File: config.mk
export PLATFORM = sky130hd
export DESIGN_NAME = color_shape_classifier_flat
export DESIGN_NICKNAME = d
export VERILOG_FILES = /design/src/rtl/classifier_pkg.sv /design/src/rtl/color_shape_classifier_if.sv /design/src/rtl/band_counter.sv /design/src/rtl/color_shape_classifier.sv /design/src/flat_wrapper.sv
export SDC_FILE = /design/constraint.sdc
export NUM_CORES = 1
export LEC_CHECK = 0
export CORE_UTILIZATION = 57
export DETAILED_ROUTE_END_ITERATION = 12
export GPL_TIMING_DRIVEN = 0
export PLACE_DENSITY_LB_ADDON = 0.1
export SYNTH_ARGS = -nofsm -noshare
export SYNTH_HDL_FRONTEND = slang
export SYNTH_HIERARCHICAL = 1
export SYNTH_SLANG_ARGS = --single-unit
File: constraint.sdc
create_clock -name CLK -period 2.4 [get_ports CLK]
set_input_delay 0.24 -clock CLK [delete_from_list [all_inputs] [get_ports CLK]]
set_output_delay 0.24 -clock CLK [all_outputs]
set_load 0.02 [all_outputs]
File: src/rtl/classifier_pkg.sv
// classifier_pkg: shared definitions for color_shape_classifier.
//   color_t     - result color codes (00 none, 01 red, 10 blue)
//   shape_t     - result shape codes (00 none, 01 square, 10 triangle, 11 diamond)
//   state_t     - frame FSM states
//   pix_class_t - per-pixel dominance class
//   classify_pixel() - RGB332 red/blue dominance test on the two top red bits
package classifier_pkg;

   typedef enum logic [1:0] {
      COLOR_NONE = 2'b00,
      COLOR_RED  = 2'b01,
      COLOR_BLUE = 2'b10
   } color_t;

   typedef enum logic [1:0] {
      SHAPE_NONE     = 2'b00,
      SHAPE_SQUARE   = 2'b01,
      SHAPE_TRIANGLE = 2'b10,
      SHAPE_DIAMOND  = 2'b11
   } shape_t;

   typedef enum logic [1:0] {
      ST_SKIP,
      ST_ACCUM,
      ST_DECIDE,
      ST_EMIT
   } state_t;

   typedef enum logic [1:0] {
      PIX_NONE,
      PIX_RED,
      PIX_BLUE
   } pix_class_t;

   function automatic pix_class_t classify_pixel(input logic [1:0] red_hi, input logic [1:0] blue);
      if (red_hi > blue)
         return PIX_RED;
      else if (blue > red_hi)
         return PIX_BLUE;
      return PIX_NONE;
   endfunction

endpackage

File: src/rtl/color_shape_classifier_if.sv
// color_shape_classifier_if: camera pixel stream in, frame result out.
//   PIXEL_IN[7:0], PIXEL_VALID, VGA_PIXEL_X/Y[9:0], VGA_VSYNC_NEG : camera side -> classifier
//   RESULT_COLOR[1:0], RESULT_SHAPE[1:0], RESULT_VALID           : classifier -> result register
// master = camera/result-register side, slave = classifier.
interface color_shape_classifier_if;
   logic [7:0] PIXEL_IN;
   logic       PIXEL_VALID;
   logic [9:0] VGA_PIXEL_X;
   logic [9:0] VGA_PIXEL_Y;
   logic       VGA_VSYNC_NEG;
   logic [1:0] RESULT_COLOR;
   logic [1:0] RESULT_SHAPE;
   logic       RESULT_VALID;

   modport master (
      output PIXEL_IN, PIXEL_VALID, VGA_PIXEL_X, VGA_PIXEL_Y, VGA_VSYNC_NEG,
      input  RESULT_COLOR, RESULT_SHAPE, RESULT_VALID
   );

   modport slave (
      input  PIXEL_IN, PIXEL_VALID, VGA_PIXEL_X, VGA_PIXEL_Y, VGA_VSYNC_NEG,
      output RESULT_COLOR, RESULT_SHAPE, RESULT_VALID
   );
endinterface

File: src/rtl/band_counter.sv
// band_counter: saturating up-counter for one band/color.
//   CLK, RESET (async, active-high)
//   clear : restart the count; if inc is also set the count restarts at 1
//   inc   : add one, holding at all-ones
//   count : current value
module band_counter #(
   parameter int CNT_W = 15
) (
   input  logic             CLK,
   input  logic             RESET,
   input  logic             clear,
   input  logic             inc,
   output logic [CNT_W-1:0] count
);
   always_ff @(posedge CLK or posedge RESET) begin
      if (RESET)
         count <= '0;
      else if (clear)
         count <= inc ? CNT_W'(1) : '0;
      else if (inc && count != '1)
         count <= count + CNT_W'(1);
   end
endmodule

File: src/rtl/color_shape_classifier.sv
// color_shape_classifier: per-frame red/blue color and shape classifier.
//   CLK, RESET (async, active-high)
//   bus (slave): pixel stream + VSYNC in, RESULT_COLOR/RESULT_SHAPE/RESULT_VALID out.
// A VSYNC rising edge ends a frame; the result appears three edges later with
// a one-cycle RESULT_VALID. The partial frame after reset is discarded.
// Build option: define CLASSIFIER_SHAPE_EN for per-band counters and the shape
// rule; otherwise one red and one blue counter and RESULT_SHAPE stays 00.
module color_shape_classifier
   import classifier_pkg::*;
#(
   parameter int SCREEN_WIDTH  = 176,
   parameter int SCREEN_HEIGHT = 144,
   parameter int NUM_BANDS     = 3,
   parameter int CNT_W         = 15,
   parameter int COLOR_THRESH  = 2000,
   parameter int SHAPE_MARGIN  = 300
) (
   input logic                     CLK,
   input logic                     RESET,
   color_shape_classifier_if.slave bus
);
   localparam int BAND_HEIGHT = SCREEN_HEIGHT / NUM_BANDS;
`ifdef CLASSIFIER_SHAPE_EN
   localparam int NB = NUM_BANDS;
`else
   localparam int NB = 1;
`endif
   localparam int               SUM_W  = CNT_W + 2;
   localparam logic [9:0]       X_LIM  = 10'(SCREEN_WIDTH);
   localparam logic [9:0]       Y_LIM  = 10'(SCREEN_HEIGHT);
   localparam logic [SUM_W-1:0] THRESH = SUM_W'(COLOR_THRESH);

   state_t           state;
   logic             vs_q;
   logic             frame_end;
   logic             cnt_clr;
   logic             pix_ok;
   pix_class_t       pclass;
   logic [CNT_W-1:0] red_cnt  [NB];
   logic [CNT_W-1:0] blue_cnt [NB];
   logic [CNT_W-1:0] red_h    [NB];
   logic [CNT_W-1:0] blue_h   [NB];
   logic [SUM_W-1:0] sum_r, sum_b;
   color_t           color_d, color_q;
   shape_t           shape_d, shape_q;

   assign frame_end = !vs_q && bus.VGA_VSYNC_NEG;
   // Frame ends during DECIDE/EMIT are ignored, so counters keep the new frame.
   assign cnt_clr   = frame_end && (state == ST_SKIP || state == ST_ACCUM);
   assign pix_ok    = bus.PIXEL_VALID && (bus.VGA_PIXEL_X < X_LIM) && (bus.VGA_PIXEL_Y < Y_LIM);
   assign pclass    = classify_pixel(bus.PIXEL_IN[7:6], bus.PIXEL_IN[1:0]);

   for (genvar b = 0; b < NB; b++) begin : g_band
      logic above_lo, below_hi, in_band;
      // y >= lo written as y+1 > lo so band 0 is not a constant y >= 0 compare.
      assign above_lo = ({1'b0, bus.VGA_PIXEL_Y} + 11'd1) > 11'(b * BAND_HEIGHT);
      // The last band also takes the leftover rows below NB*BAND_HEIGHT.
      if (b == NB - 1) begin : g_last
         assign below_hi = 1'b1;
      end else begin : g_mid
         assign below_hi = bus.VGA_PIXEL_Y < 10'((b + 1) * BAND_HEIGHT);
      end
      assign in_band = pix_ok && above_lo && below_hi;

      band_counter #(.CNT_W(CNT_W)) u_red (
         .CLK   (CLK),
         .RESET (RESET),
         .clear (cnt_clr),
         .inc   (in_band && pclass == PIX_RED),
         .count (red_cnt[b])
      );
      band_counter #(.CNT_W(CNT_W)) u_blue (
         .CLK   (CLK),
         .RESET (RESET),
         .clear (cnt_clr),
         .inc   (in_band && pclass == PIX_BLUE),
         .count (blue_cnt[b])
      );
   end

   always_comb begin
      sum_r = '0;
      sum_b = '0;
      for (int unsigned i = 0; i < NB; i++) begin
         sum_r = sum_r + SUM_W'(red_h[i]);
         sum_b = sum_b + SUM_W'(blue_h[i]);
      end
      if (sum_r > THRESH && sum_r >= sum_b)
         color_d = COLOR_RED;
      else if (sum_b > THRESH && sum_b > sum_r)
         color_d = COLOR_BLUE;
      else
         color_d = COLOR_NONE;
   end

`ifdef CLASSIFIER_SHAPE_EN
   localparam logic [SUM_W-1:0] MARGIN = SUM_W'(SHAPE_MARGIN);
   logic [SUM_W-1:0] top_c, mid_c, bot_c;

   always_comb begin
      if (color_d == COLOR_BLUE) begin
         top_c = SUM_W'(blue_h[0]);
         mid_c = SUM_W'(blue_h[NB/2]);
         bot_c = SUM_W'(blue_h[NB-1]);
      end else begin
         top_c = SUM_W'(red_h[0]);
         mid_c = SUM_W'(red_h[NB/2]);
         bot_c = SUM_W'(red_h[NB-1]);
      end
      if (color_d == COLOR_NONE)
         shape_d = SHAPE_NONE;
      else if (mid_c > top_c + MARGIN && mid_c > bot_c + MARGIN)
         shape_d = SHAPE_DIAMOND;
      else if (bot_c > top_c + MARGIN && mid_c > top_c)
         shape_d = SHAPE_TRIANGLE;
      else
         shape_d = SHAPE_SQUARE;
   end
`else
   assign shape_d = SHAPE_NONE;
`endif

   always_ff @(posedge CLK or posedge RESET) begin
      if (RESET) begin
         state            <= ST_SKIP;
         vs_q             <= 1'b1;
         red_h            <= '{default: '0};
         blue_h           <= '{default: '0};
         color_q          <= COLOR_NONE;
         shape_q          <= SHAPE_NONE;
         bus.RESULT_COLOR <= '0;
         bus.RESULT_SHAPE <= '0;
         bus.RESULT_VALID <= 1'b0;
      end else begin
         vs_q             <= bus.VGA_VSYNC_NEG;
         bus.RESULT_VALID <= 1'b0;
         case (state)
            ST_SKIP: begin
               if (frame_end)
                  state <= ST_ACCUM;
            end
            ST_ACCUM: begin
               if (frame_end) begin
                  red_h  <= red_cnt;
                  blue_h <= blue_cnt;
                  state  <= ST_DECIDE;
               end
            end
            ST_DECIDE: begin
               color_q <= color_d;
               shape_q <= shape_d;
               state   <= ST_EMIT;
            end
            ST_EMIT: begin
               bus.RESULT_COLOR <= color_q;
               bus.RESULT_SHAPE <= shape_q;
               bus.RESULT_VALID <= 1'b1;
               state            <= ST_ACCUM;
            end
            default: state <= ST_SKIP;
         endcase
      end
   end
endmodule

File: src/flat_wrapper.sv
// flat-port wrapper written by rule: the top's interface ports become plain ports
module color_shape_classifier_flat import classifier_pkg::*;
#(
   parameter int SCREEN_WIDTH  = 176,
   parameter int SCREEN_HEIGHT = 144,
   parameter int NUM_BANDS     = 3,
   parameter int CNT_W         = 15,
   parameter int COLOR_THRESH  = 2000,
   parameter int SHAPE_MARGIN  = 300
)
  (CLK, RESET, bus_PIXEL_IN, bus_PIXEL_VALID, bus_VGA_PIXEL_X, bus_VGA_PIXEL_Y, bus_VGA_VSYNC_NEG, bus_RESULT_COLOR, bus_RESULT_SHAPE, bus_RESULT_VALID);
  color_shape_classifier_if bus_i ();
  input logic CLK;
  input logic RESET;
  input wire logic [$bits(bus_i.PIXEL_IN)-1:0] bus_PIXEL_IN;
  input wire logic [$bits(bus_i.PIXEL_VALID)-1:0] bus_PIXEL_VALID;
  input wire logic [$bits(bus_i.VGA_PIXEL_X)-1:0] bus_VGA_PIXEL_X;
  input wire logic [$bits(bus_i.VGA_PIXEL_Y)-1:0] bus_VGA_PIXEL_Y;
  input wire logic [$bits(bus_i.VGA_VSYNC_NEG)-1:0] bus_VGA_VSYNC_NEG;
  output wire logic [$bits(bus_i.RESULT_COLOR)-1:0] bus_RESULT_COLOR;
  output wire logic [$bits(bus_i.RESULT_SHAPE)-1:0] bus_RESULT_SHAPE;
  output wire logic [$bits(bus_i.RESULT_VALID)-1:0] bus_RESULT_VALID;
  assign bus_i.PIXEL_IN = bus_PIXEL_IN;
  assign bus_i.PIXEL_VALID = bus_PIXEL_VALID;
  assign bus_i.VGA_PIXEL_X = bus_VGA_PIXEL_X;
  assign bus_i.VGA_PIXEL_Y = bus_VGA_PIXEL_Y;
  assign bus_i.VGA_VSYNC_NEG = bus_VGA_VSYNC_NEG;
  assign bus_RESULT_COLOR = bus_i.RESULT_COLOR;
  assign bus_RESULT_SHAPE = bus_i.RESULT_SHAPE;
  assign bus_RESULT_VALID = bus_i.RESULT_VALID;
  color_shape_classifier #(.SCREEN_WIDTH(SCREEN_WIDTH), .SCREEN_HEIGHT(SCREEN_HEIGHT), .NUM_BANDS(NUM_BANDS), .CNT_W(CNT_W), .COLOR_THRESH(COLOR_THRESH), .SHAPE_MARGIN(SHAPE_MARGIN)) u_core (.CLK(CLK), .RESET(RESET), .bus(bus_i));
endmodule
# == Word level (Yosys, flattened, before mapping) ==
# Cells that the tools add are included.
# totals
ram_bits,0
ff_bits,68
romBits,0
latch_bits,0
n_memories,0
wordCells,65
# classes
bitwise_logic,0
n_addsub,3
order_cmp,9
div,0
n_eq_ne,9
n_mux,17
n_shift,0
n_reduce_logical,18
multipliers,0
# ops
operator,n
$mux 15,4
$add 15x1->15 const B,2
$gt 15x11->1 const B,2
$ne 15x15->1 const B,2
$lt 10x8->1 const B,2
$ge 15x15->1,1
$gt 15x15->1,1
$mux 2,7
$add 10x1->11 const B,1
$gt 11x1->1 const B,1
$logic_and 1x1->1,11
$pmux 2 s4,1
$eq 2x2->1 const B,3
$mux 1,5
$eq 2x1->1 const B,2
$gt 2x2->1,2
$ne 2x1->1 const B,2
$reduce_and 2->1,2
$reduce_bool 2->1,2
$logic_not 2->1,1
$logic_not 1->1,1
$logic_or 1x1->1,1

# == Logic depth before layout (Yosys ltp) ==
# logic_depth
ltp_word,9
depth_mapped,9
ltp_nobuf,9

# == By module ==
# Netlist, hierarchy kept.
# by_module_without_submodules
mod,area_per_inst_um2,instances,cells_each,seq_area_each_um2
color_shape_classifier,2030.7,1,176,952.2
band_counter,850.8,2,87,375.4

# == Worst setup path after synthesis ==
# No wires, ideal clock.
# synth_timing
path_type,input port to flip-flop
startpoint,input port bus_VGA_PIXEL_X[5]
endpoint,register u_core.g_band[0].u_red.count[13]
arrival_ps,2263
slack_ps,12
stages,7
setup_ps,125
cell_sequence,a21o_1 -> a2111oi_0 -> nand2_1 -> nor3_1 -> nand4_1 -> nor4b_1 -> mux2_2
# synth_between
elab_chain_len,7
# synth_rtl
item,line,source
start: declaration,flat_wrapper.sv:17,input wire logic [$bits(bus_i.VGA_PIXEL_X)-1:0] bus_VGA_PIXEL_X;
$lt 10x8->1,color_shape_classifier.sv:50,assign pix_ok = bus.PIXEL_VALID && (bus.VGA_PIXEL_X < X_LIM) && (bus.VGA_PIXEL_Y < Y_LIM);
$logic_and 1x1->1 (2 in series),color_shape_classifier.sv:50,
$logic_and 1x1->1,color_shape_classifier.sv:63,assign in_band = pix_ok && above_lo && below_hi;
$logic_and 1x1->1,color_shape_classifier.sv:69,".inc (in_band && pclass == PIX_RED),"
$logic_and 1x1->1,band_counter.sv:20,else if (inc && count != '1)
$reduce_bool 2->1 (no line),n/a,
end signal: assignment,band_counter.sv:19,count <= inc ? CNT_W'(1) : '0;
end signal: assignment,band_counter.sv:21,count <= count + CNT_W'(1);
end: declaration,band_counter.sv:13,output logic [CNT_W-1:0] count
# No other way between the ends.
# A chain may end at the register's enable or synchronous reset.

# == Worst setup path after layout ==
# layout_timing
startpoint,input port bus_VGA_PIXEL_Y[9]
endpoint,register u_core.g_band[0].u_red.count[11]
# layout_between
elab_chain_len,6
elab_cells_between_ends,8
# layout_rtl
item,line,source
start: declaration,flat_wrapper.sv:18,input wire logic [$bits(bus_i.VGA_PIXEL_Y)-1:0] bus_VGA_PIXEL_Y;
$add 10x1->11 or $lt 10x8->1 (tied branches),"color_shape_classifier.sv:56, color_shape_classifier.sv:50",
$gt 11x1->1 or $logic_and 1x1->1 (tied branches),"color_shape_classifier.sv:56, color_shape_classifier.sv:50",
$logic_and 1x1->1 (*),color_shape_classifier.sv:63,
$logic_and 1x1->1 (*),color_shape_classifier.sv:69,
$logic_and 1x1->1 (*),band_counter.sv:20,
$reduce_bool 2->1 (no line) (*),n/a,
# Every way passes the cells marked *; elsewhere a longest branch is shown, timed or not.

==> summary by stage <==
Status
The flow ran to the end, and the final reports show no timing, DRC or antenna violations.

Worst setup path
The minimum setup slack among reg-to-reg paths is 0.32 ns. For this run, the slowest stage of the critical path takes 0.41 ns. The sort of element at the end of the critical path is a flip-flop.

The master of the slowest instance on the critical path is sky130_fd_sc_hd__clkdlybuf4s50_1. The capturing point of the worst reg2reg path is u_core/g_band[0].u_red/count[11]. Of all nets on the critical path, the largest fanout is 6. The startpoint type of the worst setup path is a primary input. The arrival time of the worst setup path is 2.47 ns.

The critical path required time is 2.62 ns. The critical path contains buffers and inverters numbering 2 combined. The worst setup path is of the primary input to flip-flop kind. Walking the worst path, the cells encountered are clkdlybuf4s50_1, nor2_2, nand2_2, a2111oi_4, nand2_2, nor3_4, nand4_1, buf_4, nor4_4, mux2_4. The most numerous cell type found on the critical path is sky130_fd_sc_hd__nand2_2. The launching point of the worst reg2reg path is u_core/g_band[0].u_red/count[0]. The cell family contributing the most delay on the critical path is simple AND/OR/NAND/NOR gates. The number of cells on the worst reg-to-reg path is 5.

STA
The maximum clock frequency is 446 MHz. For the final routed database, the setup TNS stands at 0 ns. Setup violations remaining at the end of the flow were counted as 0. The worst slew margin relative to its limit is 47.0%. The worst-margin pin slew is 0.793 ns. The final count of pins violating max slew is 0. The final number of hold-violating endpoints is 0. Setup repair after global routing left no endpoint under its margin. The clock skew after layout is 0.00848 ns. In the finished design, the share of the clock period the worst path needs comes to 93.4%. Subtracting the final worst setup slack from the clock period gives 2.24 ns.

Power and ir drop
Summed over all cells, the static leakage comes to 1.99 nW. Summing internal, switching and leakage power gives 2.65 mW. For this design the ratio of total power to cell area is 606 mW/mm^2. IR analysis of the VDD net gives a maximum drop of 0.488 mV.

Cells and area
The final non-filler cell total is 470. The proportion of layout cells with a drive suffix above 1 is 21.9%. The final standard cell utilization of the core is 68.8%. The net count of the finished layout is 444. Leaving out fill and tap cells, the most frequent cell in the layout is sky130_fd_sc_hd__dfrtp_1.

Leaving out fill and tap cells, the most frequent cells in the layout are sky130_fd_sc_hd__dfrtp_1 (67), sky130_fd_sc_hd__mux2_2 (36), sky130_fd_sc_hd__inv_1 (26), sky130_fd_sc_hd__nor2_1 (26), sky130_fd_sc_hd__ha_1 (24). Relative to the synthesized area, the layout overhead comes to 17.1%. The number of antenna diodes in the final layout is 0.

Routing
The final routed wirelength across all metal layers is 7150 um. Once detail routing completed, the nets flagged for antenna violations numbered 0. The via density per instance is 5.84.

The routed layout has 2747 vias. The remaining design rule violation count is 0. The detailed router finished its first iteration with 155 violations. After detailed routing, the average wire length per cell comes to 15.2 um. For this run, the detailed router's first-pass iteration total came to 6.

Floorplan
The boundary pin count is 37. The floorplan step defined a core boundary enclosing 0.00635 sq mm. The initial utilization of the core area, before any placement, comes to 58.8%.

The floorplan step defined a die boundary enclosing 0.00688 sq mm. The die width is 82.9 um. The floorplan has 29 rows. The die extent in y is 82.9 um.

Worst hold path
The startpoint of the worst hold path is bus_VGA_VSYNC_NEG. The end of the worst hold path is u_core/vs_q. Along the worst hold path, the cell count comes to 1. The class of the most critical hold timing path is primary input to flip-flop.

Flow run
Max-cap violations in this run came to 0.

Clock network
Clock tree synthesis inserted a total of 9 buffers. Counting every sink on the clock net gives 68. No sink is reached through more buffers than the 2 on the longest clock path.

The number of hold buffers added after CTS is 0. The root buffer cell chosen for the clock tree is sky130_fd_sc_hd__clkbuf_8. TritonCTS built the clock tree. After clock tree synthesis, the clock-pin slew on the worst setup and hold paths is 0.07 ns.

The number of levels in the clock H-tree is 3. The clock insertion delay at the later pin of the skew report is 0.34 ns.

Synthesis
The synthesized design spends more area on one cell type than any other, namely sky130_fd_sc_hd__dfrtp_1. Summed over its instances, the top area cell type makes up 44.9% of the synthesized netlist area. After technology mapping, the gate count stands at 350. The share of synthesized flip-flops with an asynchronous set or reset is 100%. The average instance in the mapped netlist occupies 10.7 sq um. The number of warning messages in the yosys log is 6. After synthesis the netlist holds a flip-flop and latch count of 68. The count of different cell masters after synthesis is 46.

Yosys attributes the largest share of cell area to sky130_fd_sc_hd__dfrtp_1 (45%), sky130_fd_sc_hd__mux2_2 (11%), sky130_fd_sc_hd__ha_1 (8.0%), sky130_fd_sc_hd__nor2_1 (2.8%), sky130_fd_sc_hd__inv_1 (2.7%). The summed instance area of the synthesized netlist is 0.00373 sq mm. The primary flip-flop cell chosen by synthesis mapping is sky130_fd_sc_hd__dfrtp_1. Summing the sequential cell areas from Yosys gives 45.6% of the chip area. The count of flip-flops with a built-in enable after synthesis is 0.

GRT
The leftover overflow at the end of global routing is 0. The global-route wire length before repair is 12800 um. The total track usage is 23.3%. Entering global routing, the biggest net connects 39 pins. The number of antenna violations at the first check in global routing is 0. The number of global-route vias before repair is 2787.

Place
The estimated wirelength of the detail-placed design is 5240 um. The global placer's final weighted congestion is 0.838. The total of buffers placed on input and output ports is 22.

The total instance count after detailed placement is 450.
report_power, final:
group / internal [mW] / leakage [nW] / switching [mW] / total, mW
clock network: 0.539 / 0.0979 / 0.400 / 0.939
logic: 0.205 / 0.955 / 0.256 / 0.461
registers: 1.21 / 0.936 / 0.0442 / 1.25
total: 1.95 / 1.99 / 0.701 / 2.65
stage by stage:
step | hold WS, ns | setup WS (ns) | area (sq um)
final | 0.330 | 0.159 | 4370
after detailed placement | 0.495 | -0.822 | 4050
after global placement | 0.486 | -0.826 | 4050
after CTS | 0.322 | 0.0306 | 4310
after global routing | 0.332 | 0.0102 | 4370
after floorplan | 0.141 | 0.0123 | 3740
state kept, by name, indices dropped and copies added (netlist names):
register and cells:
u_core/g_band.u_red/count 15, u_core/bus.RESULT_COLOR 2, u_core/color_q 2, u_core/state 2
u_core/vs_q 1, u_core/bus.RESULT_VALID 1, u_core/g_band.u_blue/count 15, u_core/blue_h 15
u_core/red_h 15
routing by layer:
layer | GRT usage, % | vias to the layer above | part of all wire [%]
met1 | 32.0 | 1336 | 48
met2 | 36.8 | 50 | 47
li1 | - | 1348 | -
met3 | 3.88 | 13 | 2.6
met4 | 9.87 | 0 | 1.8
met5 | 0 | - | 0
area by class of cell:
class	count	area (sq um)
inverter	27	101
tap	77	96.3
buffer	11	67.6
fill	496	1980
multi-input combinational	245	1960
clock buffer	15	166
timing repair buffer	26	250
sequential	68	1700
clock inverter	1	30.0
worst max-delay path by stage:
| stage | start | endpoint | slack (ns) | cells after the start |
|---|---|---|---|---|
| floorplan | bus_VGA_PIXEL_X[5] | u_core/g_band[0].u_red/count[13] | 0.01 | 7 |
| global placement | bus_VGA_PIXEL_X[5] | u_core/g_band[0].u_red/count[13] | -0.83 | 8 |
| detailed placement | bus_VGA_PIXEL_X[5] | u_core/g_band[0].u_red/count[13] | -0.82 | 8 |
| CTS | bus_VGA_PIXEL_X[5] | u_core/g_band[0].u_red/count[11] | 0.03 | 9 |
| global route | bus_VGA_PIXEL_Y[9] | u_core/g_band[0].u_red/count[13] | 0.01 | 9 |
| finish | bus_VGA_PIXEL_Y[9] | u_core/g_band[0].u_red/count[11] | 0.16 | 10 |
Yosys cell counts (3+ instances only):
library cell	number
sky130_fd_sc_hd__a211oi_1	3
sky130_fd_sc_hd__a21oi_1	20
sky130_fd_sc_hd__and3_1	3
sky130_fd_sc_hd__and4_1	4
sky130_fd_sc_hd__buf_2	3
sky130_fd_sc_hd__clkbuf_1	4
sky130_fd_sc_hd__dfrtp_1	67
sky130_fd_sc_hd__ha_1	24
sky130_fd_sc_hd__inv_1	27
sky130_fd_sc_hd__mux2_2	37
sky130_fd_sc_hd__nand2_1	17
sky130_fd_sc_hd__nand3_1	13
sky130_fd_sc_hd__nand3b_1	3
sky130_fd_sc_hd__nand4_1	3
sky130_fd_sc_hd__nand4_2	4
sky130_fd_sc_hd__nor2_1	28
sky130_fd_sc_hd__nor2b_1	7
sky130_fd_sc_hd__nor3_1	5
sky130_fd_sc_hd__nor3_2	3
sky130_fd_sc_hd__nor4_1	5
sky130_fd_sc_hd__o211ai_1	5
sky130_fd_sc_hd__o21ai_0	5
sky130_fd_sc_hd__o21ai_1	8
sky130_fd_sc_hd__o31ai_1	5
sky130_fd_sc_hd__or3_1	6
sky130_fd_sc_hd__or4_1	5
sky130_fd_sc_hd__xor2_1	4
what timing repair did:
action,in CTS,in global routing
buffers inserted,2,2
setup endpoints to repair,21,10
pin swaps,5,8
gates resized for setup,9,10
kinds of logic after synthesis:
| family | Yosys count | synth area share [%] |
|---|---|---|
| multiplexers | 39 | 11.7 |
| adder cells (fa/ha/maj) | 24 | 8.05 |
| flip-flops | 68 | 45.6 |
| XOR/XNOR | 4 | 0.939 |
| other | 1 | 0.100 |
| AND/OR/NAND/NOR | 113 | 17.2 |
| buffers and inverters | 38 | 4.53 |
| AO/OA/AOI/OAI | 63 | 11.8 |
Note: power is estimated with default switching activity, not from simulation.
